### config.mk
export PLATFORM = sky130hd
export DESIGN_NAME = axis_sample_tx
export DESIGN_NICKNAME = d
export VERILOG_FILES = /design/src/rtl/axis_sample_tx.sv
export SDC_FILE = /design/constraint.sdc
export NUM_CORES = 1
export LEC_CHECK = 0
export BUFFER_PORTS_ARGS = -buffer_cell sky130_fd_sc_hd__buf_2
export CELL_PAD_IN_SITES_DETAIL_PLACEMENT = 0
export CELL_PAD_IN_SITES_GLOBAL_PLACEMENT = 1
export CORE_MARGIN = 8
export CORE_UTILIZATION = 25
export CTS_BUF_LIST = sky130_fd_sc_hd__clkbuf_4
export CTS_CLUSTER_SIZE = 30
export DETAILED_ROUTE_END_ITERATION = 7
export GPL_TIMING_DRIVEN = 0
export PLACE_DENSITY_LB_ADDON = 0.2
export SYNTH_ARGS = -nofsm -noshare
export SYNTH_HDL_FRONTEND = slang
export SYNTH_SLANG_ARGS = --single-unit
### constraint.sdc
create_clock -name clk -period 7.2 [get_ports clk]
set_input_delay 0.36 -clock clk [delete_from_list [all_inputs] [get_ports clk]]
set_output_delay 0.36 -clock clk [all_outputs]
set_load 0.005 [all_outputs]
### src/rtl/axis_sample_tx.sv
// axis_sample_tx: buffers DSP sample words in a small first-word-fall-through
// FIFO and presents them as an AXI4-Stream master with framed tlast, a
// handshake counter and a sticky overflow flag.
//
// Ports:
//   clk, reset           single clock (rising edge), async active-high reset
//   din, din_valid       sample word in; dropped if offered while full
//   din_ready            FIFO not full (state only, no path from tready)
//   framelen             beats per frame, 0 = never assert tlast
//   clr_stat             strobe clearing cnt and ovf (wins over updates)
//   tdata/tvalid/tready/tlast  AXI4-Stream master side
//   cnt                  completed handshakes, wraps modulo 2^CNTWIDTH
//   ovf                  sticky: din_valid seen while full
//   level                FIFO occupancy, 0..DEPTH
module axis_sample_tx #(
  parameter int DATA_WIDTH = 256,
  parameter int DEPTH      = 4,
  parameter int CNTWIDTH   = 32,
  parameter int FLWIDTH    = 16
) (
  input  logic                     clk,
  input  logic                     reset,
  input  logic [DATA_WIDTH-1:0]    din,
  input  logic                     din_valid,
  output logic                     din_ready,
  input  logic [FLWIDTH-1:0]       framelen,
  input  logic                     clr_stat,
  output logic [DATA_WIDTH-1:0]    tdata,
  output logic                     tvalid,
  input  logic                     tready,
  output logic                     tlast,
  output logic [CNTWIDTH-1:0]      cnt,
  output logic                     ovf,
  output logic [$clog2(DEPTH):0]   level
);

  localparam int AW = $clog2(DEPTH);
  localparam int LW = AW + 1;
  localparam logic [LW-1:0] FULL_LVL = LW'(DEPTH);

  logic [AW-1:0]         wptr_q, wptr_d, rptr_q, rptr_d;
  logic [LW-1:0]         level_q, level_d;
  logic                  rdy_q, rdy_d;
  logic [CNTWIDTH-1:0]   cnt_q, cnt_d;
  logic                  ovf_q, ovf_d;
  logic [FLWIDTH-1:0]    beat_q, beat_d;
  logic [FLWIDTH-1:0]    fl_q, fl_d;
  logic [DATA_WIDTH-1:0] mem_q [DEPTH];

  logic full, push, pop;

  // rdy_q holds din_ready low through reset and releases it on the first
  // edge afterwards, independent of the (empty) occupancy.
  assign full      = (level_q == FULL_LVL);
  assign din_ready = rdy_q && !full;
  assign tvalid    = (level_q != '0);
  assign push      = din_valid && din_ready;
  assign pop       = tvalid && tready;
  assign tdata     = mem_q[rptr_q];
  // Uses the latched length only, so tlast cannot move while a beat stalls.
  assign tlast     = tvalid && (fl_q != '0) && (beat_q == fl_q - FLWIDTH'(1));
  assign cnt       = cnt_q;
  assign ovf       = ovf_q;
  assign level     = level_q;

  always_comb begin
    wptr_d  = wptr_q;
    rptr_d  = rptr_q;
    level_d = level_q;
    rdy_d   = 1'b1;
    cnt_d   = cnt_q;
    ovf_d   = ovf_q;
    beat_d  = beat_q;
    fl_d    = fl_q;

    if (push) wptr_d = wptr_q + AW'(1);
    if (pop)  rptr_d = rptr_q + AW'(1);

    unique case ({push, pop})
      2'b10:   level_d = level_q + LW'(1);
      2'b01:   level_d = level_q - LW'(1);
      default: level_d = level_q;
    endcase

    if (clr_stat) begin
      cnt_d = '0;
      ovf_d = 1'b0;
    end else begin
      if (pop)                cnt_d = cnt_q + CNTWIDTH'(1);
      if (din_valid && full)  ovf_d = 1'b1;
    end

    // Frame length is picked up only at a frame boundary: on the pop that
    // closes a frame, or while idle at beat 0. With length 0 there are no
    // frames, so the beat stays at 0 and a new length is taken on any pop.
    if (pop) begin
      if (fl_q == '0 || tlast) begin
        beat_d = '0;
        fl_d   = framelen;
      end else begin
        beat_d = beat_q + FLWIDTH'(1);
      end
    end else if (beat_q == '0 && !tvalid) begin
      fl_d = framelen;
    end
  end

  always_ff @(posedge clk or posedge reset) begin
    if (reset) begin
      wptr_q  <= '0;
      rptr_q  <= '0;
      level_q <= '0;
      rdy_q   <= 1'b0;
      cnt_q   <= '0;
      ovf_q   <= 1'b0;
      beat_q  <= '0;
      fl_q    <= '0;
    end else begin
      wptr_q  <= wptr_d;
      rptr_q  <= rptr_d;
      level_q <= level_d;
      rdy_q   <= rdy_d;
      cnt_q   <= cnt_d;
      ovf_q   <= ovf_d;
      beat_q  <= beat_d;
      fl_q    <= fl_d;
    end
  end

  // Storage needs no reset: contents are only visible while level != 0.
  always_ff @(posedge clk) begin
    if (push) mem_q[wptr_q] <= din;
  end

endmodule

Word level (Yosys, flattened, before mapping)
Memories as Yosys holds them, arrays and structs flattened.
Cells that the tools add are included.
{"block": "classes", "mux": 11, "add_sub_neg": 7, "n_eq_ne": 5, "reduce_logical": 19}
{"operator": "$mux 16", "n": 4}
{"operator": "$mux 32", "n": 2}
{"operator": "$add 32x1->32 const B", "n": 1}
{"operator": "$logic_not 16->1", "n": 2}
{"operator": "$add 16x1->16 const B", "n": 1}
{"operator": "$eq 16x16->1", "n": 1}
{"operator": "$reduce_bool 16->1", "n": 1}
{"operator": "$sub 16x1->16 const B", "n": 1}
{"operator": "$reduce_bool 2->1", "n": 4}
{"operator": "$logic_and 1x1->1", "n": 7}
{"operator": "$pmux 3 s2", "n": 1}
{"operator": "$add 2x1->2 const B", "n": 2}
{"operator": "$mux 1", "n": 4}
{"operator": "$add 3x1->3 const B", "n": 1}
{"operator": "$eq 3x3->1 const B", "n": 1}
{"operator": "$reduce_bool 3->1", "n": 1}
{"operator": "$sub 3x1->3 const B", "n": 1}
{"operator": "$eq 2x1->1 const B", "n": 1}
{"operator": "$eq 2x2->1 const B", "n": 1}
{"operator": "$logic_not 1->1", "n": 2}
{"operator": "$ne 2x1->1 const B", "n": 1}
{"operator": "$reduce_and 2->1", "n": 1}
{"operator": "$logic_or 1x1->1", "n": 1}
{"block": "totals", "mem_count": 1, "output_inout_bits": 295, "elab_cells": 51, "input_bits": 277, "mem_bits_rw": 1024, "regBits": 73}
{"memory": "mem_q", "depth": 4, "width": 256, "read_ports": 1, "rd_clocked_by_memory_dff": 0, "write_ports": 1, "line_no": "48", "text": "logic [DATA_WIDTH-1:0] mem_q [DEPTH];"}

Longest topological paths before layout
Gate-level depths: netlist of the first run.
{"block": "depth", "word_depth": 6, "ltp_mapped": 13}

Worst setup path before layout of the first run
Ideal clock, no wire load.
{"block": "synth_path", "kind": "register -> register", "startpoint": "reg level_q[0] (netlist: level[0])", "endpoint": "mem mem_q[3][0], enable pin", "setup_slack_ps": -267, "n_path_buf": 0, "setup_time_ps": 652, "path_stages_with_launch": 4, "arrival_time_ps": 6815, "path_cell_list": "dfrtp_1 nor2_1 a21boi_0 and3_1"}
{"block": "synth_via", "elab_chain_cells": 6}
{"element": "start: declaration", "line_no": "42", "text": "logic [LW-1:0] level_q, level_d;"}
{"element": "start signal: assignment", "line_no": "121", "text": "level_q <= level_d;"}
{"element": "$eq 3x3->1", "line_no": "54", "text": "assign full = (level_q == FULL_LVL);"}
{"element": "$logic_not 1->1", "line_no": "55", "text": "assign din_ready = rdy_q && !full;"}
{"element": "$logic_and 1x1->1", "line_no": "55"}
{"element": "named net din_ready", "line_no": "25", "text": "output logic din_ready,"}
{"element": "$logic_and 1x1->1", "line_no": "57", "text": "assign push = din_valid && din_ready;"}
{"element": "$mux 1", "line_no": "132", "text": "if (push) mem_q[wptr_q] <= din;"}
{"element": "$mux 1 (implied by the code)", "line_no": "132"}
{"element": "end: declaration", "line_no": "48"}
The timed path passes the listed nets, and every way through them passes these cells.

Final worst setup path of the first run
{"block": "layout_path", "startpoint": "reg rptr_q[0]", "endpoint": "out tdata[218]"}
{"block": "layout_via", "elab_chain_cells": 1}
{"element": "start: declaration", "line_no": "41", "text": "logic [AW-1:0] wptr_q, wptr_d, rptr_q, rptr_d;"}
{"element": "start signal: assignment", "line_no": "120", "text": "rptr_q <= rptr_d;"}
{"element": "$mem_v2 4x256"}
{"element": "end: declaration", "line_no": "28", "text": "output logic [DATA_WIDTH-1:0] tdata,"}
Every way passes these cells.

==> qor.yml, run 1 <==
global_routing:
  number_of_antenna_violations_at_the_first_check_in_global_routing: 17
  grt_first_pass_wirelength_mm: 170.5
  pin_count_of_the_biggest_net_entering_global_routing: 69
  grt_pass1_vias: 26530
  grt_overflow: 0
  grt.total_usage_pct: 13.08
layout:
  final_cell_count_no_fill: 5659
  nNetsFinal: 3551
  final_layout_size_suffix_gt1_share_pct: 39.56
  flow.area_growth_from_synthesis_pct: 38.74
  final_core_util_pct: 34.89
  finalInstanceArea_mm2: 0.05680
  layout.filler_cells: 15710
setup_path:
  critPathMostFrequentCell: "sky130_fd_sc_hd__clkbuf_1"
  crit_path_cell_trace: "clkbuf_1 -> clkbuf_1 -> buf_1 -> mux4_2 -> buf_2"
  worst-path-max-fanout: 10
  critical_path.slowest_cell: "sky130_fd_sc_hd__clkbuf_1"
  timing.setup.critical_path_class: "register to primary output"
  timing.critical_path.from_type: "register"
  endpoint_kind: "primary output"
  critical_path.max_stage_delay_ns: 0.86
  required_ns: 6.84
  rrSetupSlack_ns: 3.45
  timing.critical_path.arrival_ns: 4.73
timing:
  grt_setup_unrepaired: "no"
  clock.fmax_ghz: 0.1963
  post-route-period-util_pct: 70.75
  tightestPinTransition_ns: 1.272
  timing.clock.skew_ns: 0.08019
  final.hold.worst_slack_ns: 0.2950
  period_minus_slack_ns: 5.094
  timing.final.setup_violations: 0
  max_slew_margin_pct: 15.19
  drv_slew: 0
  timing_hold_violations_final: 0
synth:
  postSynthCellCount: 1777
  postSynth.topFlopCell: "sky130_fd_sc_hd__edfxtp_1"
  synth_cell_types: 62
  synthXorXnorAreaFrac_pct: 1.278
  synth_compound_area_share_pct: 1.002
  synth_top_family_by_area: "multiplexers"
  post_synth_fa_ha_maj_area_fraction_pct: 0.3545
  synth.area.top_cells: "sky130_fd_sc_hd__edfxtp_1 75%, sky130_fd_sc_hd__mux4_2 14%, sky130_fd_sc_hd__dfrtp_1 4.5%"
  synth_top_area_cell: "sky130_fd_sc_hd__edfxtp_1"
  synth.yosys.warnings: 0
  portion_of_netlist_area_occupied_by_mux_cells_pct: 14.50
  mappedNetlistNets: 2065
  synth_seq_cells: 1097
  synth-simple-area-share_pct: 2.372
  synth.avg_cell_area_um2: 23.04
  synth-async-reset-ratio_pct: 6.655
  synthesis.area_mm2: 0.04094
  number_of_synthesized_flops_with_an_enable_pin: 1024
  seq_area_frac_synth_pct: 79.57
  share_of_yosys_cell_area_claimed_by_the_top_area_cell_type_pct: 75.11
floorplanning:
  die_width_um: 420.7
  floorplan.die.height_um: 420.7
  total_i_o_pin_count: 572
  floorplan.initialDensity_pct: 25.15
  dieArea_mm2: 0.1770
  core_mm2: 0.1628
  core.rowCount: 148
placed_design:
  place_hpwl_mm: 79.00
  dpl_cell_area_mm2: 0.04719
  io_buffer_count: 570
  place_congestion: 0.7476
  numPlacedInstances: 4546
clock_network:
  tritoncts: "done"
  cts_buffer_depth: 4
  cts-buffers-inserted: 320
  post_cts.resized_instances: 0
  cts_sinks: 1097
  post_cts.repair.setup_buffers: 0
  worstSkewPairLatency_ns: 1.25
  cts_root_buffer: "sky130_fd_sc_hd__clkbuf_4"
  cts_max_level: 5
  path_clk_slew_ns: 0.06
hold_path:
  timing.hold.worst.class: "input port to register"
pwr:
  ir_worst_vdd_v: 0.0001338
  cellPowerDensity_mw_per_mm2: 330.2
  static-leakage-power_nw: 20.09
routing:
  final_antenna_net_count: 0
  starting_drt_drc_count: 1284
  vias: 23630
  route.detailed.vias_per_inst: 4.176
  drt_wl_total_mm: 117.5
  avgRoutedWirePerCell_um: 20.77
  drtPass1Iterations: 4
  detail_route.drc_violations: 0
run:
  max-cap-violations: 0
outcome:
  result_of_the_run: "completed"
cell type report:
cell class	count	area, um^2	share of cell area (%)
Multi-Input combinational cell	586	8010	14.10
Sequential cell	1097	32580	57.36
Clock buffer	473	3551	6.252
Antenna cell	6	15.01	0.02644
Clock inverter	64	337.8	0.5948
Inverter	19	73.82	0.1300
Buffer	75	300.3	0.5287
Timing Repair Buffer	1164	9211	16.22
Tap cell	2175	2721	4.791
layer usage:
layer,up-vias,global-route usage [%],part of all wire [%]
met4,4,7.027,4.9
met5,-,0,0.017
met3,257,3.959,5.6
met2,672,24.05,55
met1,12100,13.20,35
li1,10600,-,-
final timing paths:
check / from / endpoint / depth (start not counted)
max in group asynchronous: reset / fl_q[7] / 5
setup / recovery: rptr_q[0] / tdata[218] / 5
min in group asynchronous: reset / fl_q[9] / 5
hold reg to reg: cnt[31] / cnt[31] / 2
setup reg to reg: fl_q[8] / fl_q[3] / 11
hold / removal: din_valid / mem_q[3][250] / 3
layout by cell type, fill, tap and decap left out, types with 3 or more instances in the layout:
| cell type | netlist | routed |
|---|---|---|
| sky130_fd_sc_hd__nand2b_1 | 3 | 3 |
| sky130_fd_sc_hd__buf_1 | 38 | 38 |
| sky130_fd_sc_hd__nand4_1 | 14 | 14 |
| sky130_fd_sc_hd__ha_1 | 10 | 10 |
| sky130_fd_sc_hd__or3_1 | 12 | 12 |
| sky130_fd_sc_hd__xor2_1 | 31 | 31 |
| sky130_fd_sc_hd__xnor2_1 | 26 | 26 |
| sky130_fd_sc_hd__and2_1 | 8 | 8 |
| sky130_fd_sc_hd__buf_16 | 0 | 23 |
| sky130_fd_sc_hd__clkinv_1 | 0 | 41 |
| sky130_fd_sc_hd__inv_1 | 18 | 17 |
| sky130_fd_sc_hd__mux2_4 | 10 | 10 |
| sky130_fd_sc_hd__nand2_1 | 34 | 34 |
| sky130_fd_sc_hd__nor2_1 | 57 | 57 |
| sky130_fd_sc_hd__dfrtp_1 | 73 | 73 |
| sky130_fd_sc_hd__a211oi_1 | 4 | 4 |
| sky130_fd_sc_hd__dlygate4sd3_1 | 0 | 570 |
| sky130_fd_sc_hd__clkbuf_1 | 31 | 31 |
| sky130_fd_sc_hd__edfxtp_1 | 1024 | 1024 |
| sky130_fd_sc_hd__nor4_1 | 5 | 5 |
| sky130_fd_sc_hd__inv_2 | 1 | 6 |
| sky130_fd_sc_hd__nand3_1 | 17 | 17 |
| sky130_fd_sc_hd__and3_4 | 0 | 4 |
| sky130_fd_sc_hd__mux4_2 | 256 | 256 |
| sky130_fd_sc_hd__a221o_1 | 5 | 5 |
| sky130_fd_sc_hd__clkbuf_4 | 0 | 473 |
| sky130_fd_sc_hd__buf_2 | 3 | 573 |
| sky130_fd_sc_hd__a21o_1 | 3 | 3 |
| sky130_fd_sc_hd__o21ai_0 | 16 | 16 |
| sky130_fd_sc_hd__a31oi_1 | 5 | 5 |
| sky130_fd_sc_hd__clkinv_2 | 0 | 15 |
| sky130_fd_sc_hd__a21oi_1 | 11 | 11 |
| sky130_fd_sc_hd__diode_2 | 0 | 6 |
| sky130_fd_sc_hd__bufinv_16 | 0 | 3 |
| sky130_fd_sc_hd__nor3_1 | 10 | 10 |
| sky130_fd_sc_hd__and4_1 | 6 | 6 |
| sky130_fd_sc_hd__and3_1 | 7 | 3 |
power breakdown:
part	switching [mW]	internal, mW
Combinational	2.86	2.44
Clock	2.56	3.09
Sequential	0.151	7.66
Total	5.57	13.2
synth_stat cells, drive strengths merged, types with 4 or more instances:
master	count
and2	8
o21ai	17
nand3	18
nor4	7
edfxtp	1024
mux2	11
or3	12
and4	6
a211oi	4
a21oi	12
xor2	31
a31oi	5
clkbuf	31
nand2	34
dfrtp	73
xnor2	26
nor3	10
and3	7
a221o	5
buf	44
mux4	256
ha	10
inv	19
nor2	57
nand4	14
kinds of logic (layout without fill, tap and decap cells):
group                    Yosys count  count (layout)
AO/OA/AOI/OAI                     61              61
XOR/XNOR                          58              58
adder cells (fa/ha/maj)           11              11
buffers and inverters             94            1795
flip-flops                      1097            1097
multiplexers                     268             268
other                              1               7
AND/OR/NAND/NOR                  187             187
stage by stage:
stage                     setup WS (ns)  total power [mW]  setup TNS [ns]
final                             2.106             18.75               0
after global routing              1.307             19.88               0
after CTS                         1.270             19.37               0
after detailed placement          2.808             13.28               0
after global placement          -0.7429             13.29         -639.65
after floorplan                   2.696             10.66               0
critical path: cells and delay by family (launching register included):
family	cells	cell delay (ns)
flops	1	0.32
mux	1	0.63
buf+inv	4	2.59
repair_timing:
| action | in CTS | in global routing |
|---|---|---|
| setup endpoints to repair | 0 | 0 |
| hold endpoints to repair | 1563 | 0 |
| hold buffers | 570 | 0 |
registers in the layout, indices dropped and copies added (netlist names):
signal  cells
mem_q    1024
cnt        32
beat_q     16
fl_q       16
level       3
rptr_q      2
wptr_q      2
ovf         1
rdy_q       1
Power figures use the tool's default switching activity.
==> run 2: changes to the inputs <==
- clock period: 7.2 -> 4.5 ns (I/O delays scaled with it)
==> qor.yml, run 2 (same netlist as run 1, synthesis figures left out) <==
routing:
  final_antenna_net_count: 0  # unchanged
  starting_drt_drc_count: 1208  # was 1284
  drt_wl_total_mm: 117.6  # was 117.5 mm
  vias: 23630  # about the same
  drtPass1Iterations: 5  # was 4
  detail_route.drc_violations: 0  # unchanged
  route.detailed.vias_per_inst: 4.175  # was 4.176
  avgRoutedWirePerCell_um: 20.77  # about the same
timing:
  clock.fmax_ghz: 0.2553
  grt_setup_unrepaired: "no"  # unchanged
  tightestPinTransition_ns: 1.077  # was 1.272 ns
  finalSetupTns_ns: 0  # unchanged
  timing.clock.skew_ns: 0.08239  # was 0.08019 ns
  max_slew_margin_pct: 28.18  # was 15.19%
  final.setup.worst_slack_ns: 0.5823  # was 2.106 ns
  timing.final.setup_violations: 0  # unchanged
  timing_hold_violations_final: 0  # unchanged
  final.hold.worst_slack_ns: 0.2542  # was 0.2950 ns
  period_minus_slack_ns: 3.918
  post-route-period-util_pct: 87.06
  drv_slew: 0  # unchanged
setup_path:
  worst-path-max-fanout: 10  # unchanged
  critical_path.max_stage_delay_ns: 0.69  # was 0.86 ns
  endpoint_kind: "primary output"  # unchanged
  critPathMostFrequentCell: "sky130_fd_sc_hd__clkbuf_1"  # unchanged
  crit_path_cell_trace: "clkbuf_1 -> clkbuf_1 -> clkbuf_1 -> mux4_2 -> buf_2"  # was clkbuf_1 -> clkbuf_1 -> buf_1 -> mux4_2 -> buf_2
  critical_path.slowest_cell: "sky130_fd_sc_hd__clkbuf_1"  # unchanged
  timing.setup.critical_path_class: "register to primary output"  # unchanged
  timing.critical_path.arrival_ns: 3.69  # was 4.73 ns
  required_ns: 4.28  # was 6.84 ns
  worstPathBufferInverterCount: 4  # unchanged
  timing.critical_path.max_delay_family: "buffers and inverters"  # unchanged
  timing.critical_path.from_type: "register"  # unchanged
floorplanning:
  core_mm2: 0.1628  # unchanged
  die_width_um: 420.7  # unchanged
  dieArea_mm2: 0.1770  # unchanged
  core.rowCount: 148  # unchanged
  floorplan.initialDensity_pct: 25.15  # unchanged
  total_i_o_pin_count: 572  # unchanged
  floorplan.die.height_um: 420.7  # unchanged
clock_network:
  path_clk_slew_ns: 0.06  # about the same
  tritoncts: "done"  # unchanged
  post_cts.repair.setup_buffers: 0  # unchanged
  cts_sinks: 1097  # unchanged
  cts_max_level: 5  # unchanged
  cts_buffer_depth: 4  # unchanged
  worstSkewPairLatency_ns: 1.25  # about the same
  cts-buffers-inserted: 320  # unchanged
  cts_root_buffer: "sky130_fd_sc_hd__clkbuf_4"  # unchanged
pwr:
  post-layout-total-power_mw: 30.10  # was 18.75 mW
  static-leakage-power_nw: 20.20  # was 20.09 nW
  power.share.sequential_pct: 41.6  # about the same
  net-switching-power_mw: 8.911  # was 5.572 mW
  combinationalPowerShare_pct: 28.4  # was 28.3%
  power.clock.fraction_pct: 30.0  # was 30.1%
  ir_worst_vdd_v: 0.0002138  # was 0.0001338 V
  power_report.internal_total_mw: 21.19  # was 13.18 mW
  cellPowerDensity_mw_per_mm2: 528.0  # was 330.2 mW/mm^2
  netSwitchingFraction_pct: 29.61  # was 29.71%
layout:
  layout_common_cells: "1024 x sky130_fd_sc_hd__edfxtp_1, 573 x sky130_fd_sc_hd__buf_2, 572 x sky130_fd_sc_hd__dlygate4sd3_1"  # was 1024 x sky130_fd_sc_hd__edfxtp_1, 573 x sky130_fd_sc_hd__buf_2, 570 x sky130_fd_sc_hd__dlygate4sd3_1
  layout.filler_cells: 15690  # was 15710
  final-seq-area_mm2: 0.03258  # about the same
  final_layout_size_suffix_gt1_share_pct: 40.39  # was 39.56%
  multi_input_comb_area_mm2: 0.008010  # unchanged
  final_cell_count_no_fill: 5660  # was 5659
  top_register: "mem_q"  # unchanged
  finalInstanceArea_mm2: 0.05700  # was 0.05680 mm^2
  mostFrequentLayoutCell: "sky130_fd_sc_hd__edfxtp_1"  # unchanged
  flip_flop_count_of_the_largest_register_after_layout: 1024  # unchanged
  final_core_util_pct: 35.02  # was 34.89%
  nNetsFinal: 3552  # was 3551
  flow.area_growth_from_synthesis_pct: 39.23  # was 38.74%
run:
  max-cap-violations: 0  # unchanged
placed_design:
  place_congestion: 0.7476  # unchanged
  place_hpwl_mm: 79.00  # unchanged
  dpl_cell_area_mm2: 0.04719  # unchanged
  pre_cts_slack_ns: 0.2427  # was 2.808 ns
  io_buffer_count: 570  # unchanged
  numPlacedInstances: 4546  # unchanged
global_routing:
  number_of_antenna_violations_at_the_first_check_in_global_routing: 17  # unchanged
  grt_overflow: 0  # unchanged
  grt_pass1_vias: 26540  # was 26530
  grt_first_pass_wirelength_mm: 170.6  # was 170.5 mm
  grt.total_usage_pct: 13.08  # about the same
  pin_count_of_the_biggest_net_entering_global_routing: 69  # unchanged
outcome:
  result_of_the_run: "completed"  # unchanged
hold_path:
  timing.hold.worst.class: "input port to asynchronous set/reset pin"  # was input port to register
==> run 2: cell count changes in the layout (fill, tap and decap cells not counted), sizes merged <==
cell	delta
buf	-24
dlygate4sd3	+2
clkbuf	-1
clkdlybuf4s15	+24
==> run 2: path summary, 6_finish.rpt <==
kind | from | to | slack (ns) | depth (start not counted)
setup / recovery | rptr_q[1] | tdata[218] | 0.58 | 5
hold / removal | reset | fl_q[9] | 0.25 | 5
setup reg to reg | fl_q[8] | fl_q[3] | 0.75 | 11
hold reg to reg | cnt[31] | cnt[31] | 0.55 | 2
max in group asynchronous | reset | fl_q[7] | 3.60 | 5
min in group clk | din[172] | mem_q[2][172] | 0.32 | 3
==> run 2: layout make-up <==
class	instances	share of cell area, %
inverter	19	0.1295
sequential	1097	57.15
multi-input combinational	586	14.05
clock inverter	64	0.5927
clock buffer	473	6.230
antenna	6	0.02634
buffer	74	0.8451
timing repair buffer	1166	16.20
tap	2175	4.774
==> run 2: tightest hold or removal path: stages <==
cell,delay (ns)
sky130_fd_sc_hd__dlygate4sd3_1,0.54
sky130_fd_sc_hd__buf_2,0.12
sky130_fd_sc_hd__dlygate4sd3_1,0.59
sky130_fd_sc_hd__inv_4,0.09
sky130_fd_sc_hd__buf_16,0.27
==> run 2: routing by layer <==
| layer | share of wire [%] | vias up | wire length [um] | track usage [%] |
|---|---|---|---|---|
| met5 | 0.017 | - | 20 | 0 |
| met3 | 5.6 | 255 | 6595 | 3.955 |
| met4 | 4.8 | 4 | 5669 | 7.027 |
| met1 | 35 | 12110 | 41210 | 13.21 |
| li1 | - | 10600 | - | - |
| met2 | 54 | 661 | 64070 | 24.08 |
==> run 2: timing repair <==
item                                   4_1_cts  5_1_grt
hold buffers                               572        0
resized for setup                           53        0
setup endpoints to repair                  251        0
endpoints found under the hold margin     1779        0
==> run 2: power by group through the flow <==
stage,Combinational [mW],Sequential [mW],Clock (mW)
global route,9.26,12.6,10.0
global placement,8.29,13.0,0
floorplan,4.29,12.8,0
finish,8.54,12.5,9.03
detailed placement,8.53,12.7,0
CTS,9.03,12.5,9.51
==> run 3: changes to the inputs <==
- CAP_MARGIN: unset -> 20
- RECOVER_POWER: unset -> 25
- clock period: 4.5 -> 4.88 ns (I/O delays scaled with it)
==> qor.yml, run 3 (same netlist as run 1, synthesis figures left out) <==
routing:
  starting_drt_drc_count: 1209  # was 1208
  met2RoutedLength_mm: 64.26  # was 64.07 mm
  drt_wl_total_mm: 117.4  # was 117.6 mm
  detailed_routed_wire_length_on_met3_mm: 6.309  # was 6.595 mm
  drtPass1Iterations: 6  # was 5
  detail_route.drc_violations: 0  # unchanged
  vias: 23600  # was 23630
  final_antenna_net_count: 0  # unchanged
  top_signal_layer_used: "met5"  # unchanged
  route.layer.met1.wl_mm: 41.19  # was 41.21 mm
  avgRoutedWirePerCell_um: 20.77  # about the same
  route.detailed.vias_per_inst: 4.176  # was 4.175
floorplanning:
  total_i_o_pin_count: 572  # unchanged
  floorplan.die.height_um: 420.7  # unchanged
  core_mm2: 0.1628  # unchanged
  die_width_um: 420.7  # unchanged
  floorplan.initialDensity_pct: 25.15  # unchanged
  core.rowCount: 148  # unchanged
  dieArea_mm2: 0.1770  # unchanged
setup_path:
  worst-path-max-fanout: 10  # unchanged
  timing.setup.critical_path_class: "register to primary output"  # unchanged
  required_ns: 4.64  # was 4.28 ns
  timing.critical_path.from_type: "register"  # unchanged
  timing.critical_path.arrival_ns: 4.09  # was 3.69 ns
  endpoint_kind: "primary output"  # unchanged
layout:
  flip_flop_count_of_the_largest_register_after_layout: 1024  # unchanged
  top_register: "mem_q"  # unchanged
  layout_common_cells: "1024 x sky130_fd_sc_hd__edfxtp_1, 572 x sky130_fd_sc_hd__buf_2, 571 x sky130_fd_sc_hd__dlygate4sd3_1"  # was 1024 x sky130_fd_sc_hd__edfxtp_1, 573 x sky130_fd_sc_hd__buf_2, 572 x sky130_fd_sc_hd__dlygate4sd3_1
  mostFrequentLayoutCell: "sky130_fd_sc_hd__edfxtp_1"  # unchanged
  finalInstanceArea_mm2: 0.05687  # was 0.05700 mm^2
  final-seq-area_mm2: 0.03258  # about the same
  multi_input_comb_area_mm2: 0.008010  # unchanged
  final_layout_size_suffix_gt1_share_pct: 39.54  # was 40.39%
  layout.filler_cells: 15680  # was 15690
  final_core_util_pct: 34.94  # was 35.02%
  flow.area_growth_from_synthesis_pct: 38.91  # was 39.23%
  final_cell_count_no_fill: 5652  # was 5660
  nNetsFinal: 3560  # was 3552
pwr:
  post-layout-total-power_mw: 27.63  # was 30.10 mW
  netSwitchingFraction_pct: 29.75  # was 29.61%
  power_report.internal_total_mw: 19.41  # was 21.19 mW
  net-switching-power_mw: 8.221  # was 8.911 mW
  cellPowerDensity_mw_per_mm2: 485.9  # was 528.0 mW/mm^2
  static-leakage-power_nw: 20.11  # was 20.20 nW
  power.share.sequential_pct: 41.8  # was 41.6%
  power.clock.fraction_pct: 29.5  # was 30.0%
  combinationalPowerShare_pct: 28.7  # was 28.4%
  ir_worst_vdd_v: 0.0001812  # was 0.0002138 V
clock_network:
  path_clk_slew_ns: 0.07  # was 0.06 ns
  cts_sinks: 1097  # unchanged
  tritoncts: "done"  # unchanged
  cts_buffer_depth: 4  # unchanged
  worstSkewPairLatency_ns: 1.17  # was 1.25 ns
  cts_root_buffer: "sky130_fd_sc_hd__clkbuf_4"  # unchanged
  cts_max_level: 5  # unchanged
  cts-buffers-inserted: 320  # unchanged
timing:
  period_minus_slack_ns: 4.339
  timing.clock.skew_ns: 0.09908  # was 0.08239 ns
  final.hold.worst_slack_ns: 0.3052  # was 0.2542 ns
  drv_slew: 0  # unchanged
  timing_hold_violations_final: 0  # unchanged
  max_slew_margin_pct: 31.05  # was 28.18%
  final.setup.worst_slack_ns: 0.5411  # was 0.5823 ns
  clock.fmax_ghz: 0.2305
  timing.final.setup_violations: 0  # unchanged
  finalSetupTns_ns: 0  # unchanged
  tightestPinTransition_ns: 1.034  # was 1.077 ns
  post-route-period-util_pct: 88.91
global_routing:
  number_of_antenna_violations_at_the_first_check_in_global_routing: 15  # was 17
  grt_overflow: 0  # unchanged
  pin_count_of_the_biggest_net_entering_global_routing: 69  # unchanged
  grt_pass1_vias: 26450  # was 26540
  grt.total_usage_pct: 13.10  # was 13.08%
  grt_first_pass_wirelength_mm: 170.8  # was 170.6 mm
run:
  max-cap-violations: 0  # unchanged
placed_design:
  io_buffer_count: 570  # unchanged
  pre_cts_slack_ns: 0.9405  # was 0.2427 ns
  dpl_cell_area_mm2: 0.04731  # was 0.04719 mm^2
  place_hpwl_mm: 79.53  # was 79.00 mm
  numPlacedInstances: 4554  # was 4546
  place_congestion: 0.7476  # unchanged
outcome:
  result_of_the_run: "completed"  # unchanged
hold_path:
  timing.hold.worst.class: "input port to asynchronous set/reset pin"  # unchanged
[run 3: cell count changes in the layout (fill, tap and decap cells not counted), moves of 3 or more]
cell	delta
sky130_fd_sc_hd__clkdlybuf4s15_2	-18
sky130_fd_sc_hd__buf_8	+8
sky130_fd_sc_hd__clkbuf_2	-3
sky130_fd_sc_hd__clkbuf_1	+5
sky130_fd_sc_hd__clkbuf_4	-12
sky130_fd_sc_hd__buf_1	+13
sky130_fd_sc_hd__clkdlybuf4s15_1	+4
sky130_fd_sc_hd__clkinv_1	+3
sky130_fd_sc_hd__clkinv_2	-5
[run 3: what timing repair did]
item                        CTS  global route
setup endpoints to repair   190             4
setup buffers                 0             0
gates resized for setup      17             1
hold endpoints to repair   1741             0
hold buffers                571             0
pin swaps                     0             0
[run 3: metal layers]
metal	GRT usage, %	vias to the layer above
met3	3.779	251
met5	0	-
met2	24.20	636
li1	-	10620
met4	6.953	2
met1	13.28	12100
[run 3: path summary, 6_finish.rpt]
check / from / depth (start not counted) / to / slack [ns]
setup / recovery: rptr_q[0] / 5 / tdata[168] / 0.54
hold / removal: reset / 5 / fl_q[9] / 0.31
setup reg to reg: fl_q[2] / 10 / fl_q[3] / 1.16
hold reg to reg: cnt[31] / 2 / cnt[31] / 0.55
max in group asynchronous: reset / 5 / fl_q[8] / 3.92
min in group clk: din[220] / 3 / mem_q[3][220] / 0.37
[run 3: power by group through the flow]
stage	logic, mW	clock network (mW)	registers (mW)
final	7.93	8.15	11.5
after global routing	8.61	9.04	11.6
after CTS	8.38	8.56	11.6
after detailed placement	7.97	0	11.7
after global placement	7.65	0	12.0
after floorplan	3.95	0	11.8
[run 3: critical path, stage by stage, from the launching register on]
cell and delay [ns]:
sky130_fd_sc_hd__dfrtp_1 0.80, sky130_fd_sc_hd__clkbuf_1 0.42, sky130_fd_sc_hd__buf_8 0.22, sky130_fd_sc_hd__clkdlybuf4s15_1 0.71, sky130_fd_sc_hd__mux4_2 0.62, sky130_fd_sc_hd__buf_2 0.16
[run 3: cell type report]
cell class | count | area share, %
sequential | 1097 | 57.28
timing repair buffer | 1174 | 16.44
multi-input combinational | 586 | 14.09
clock buffer | 461 | 6.086
tap | 2175 | 4.785
buffer | 74 | 0.6469
clock inverter | 61 | 0.5170
inverter | 19 | 0.1298
antenna | 5 | 0.02200
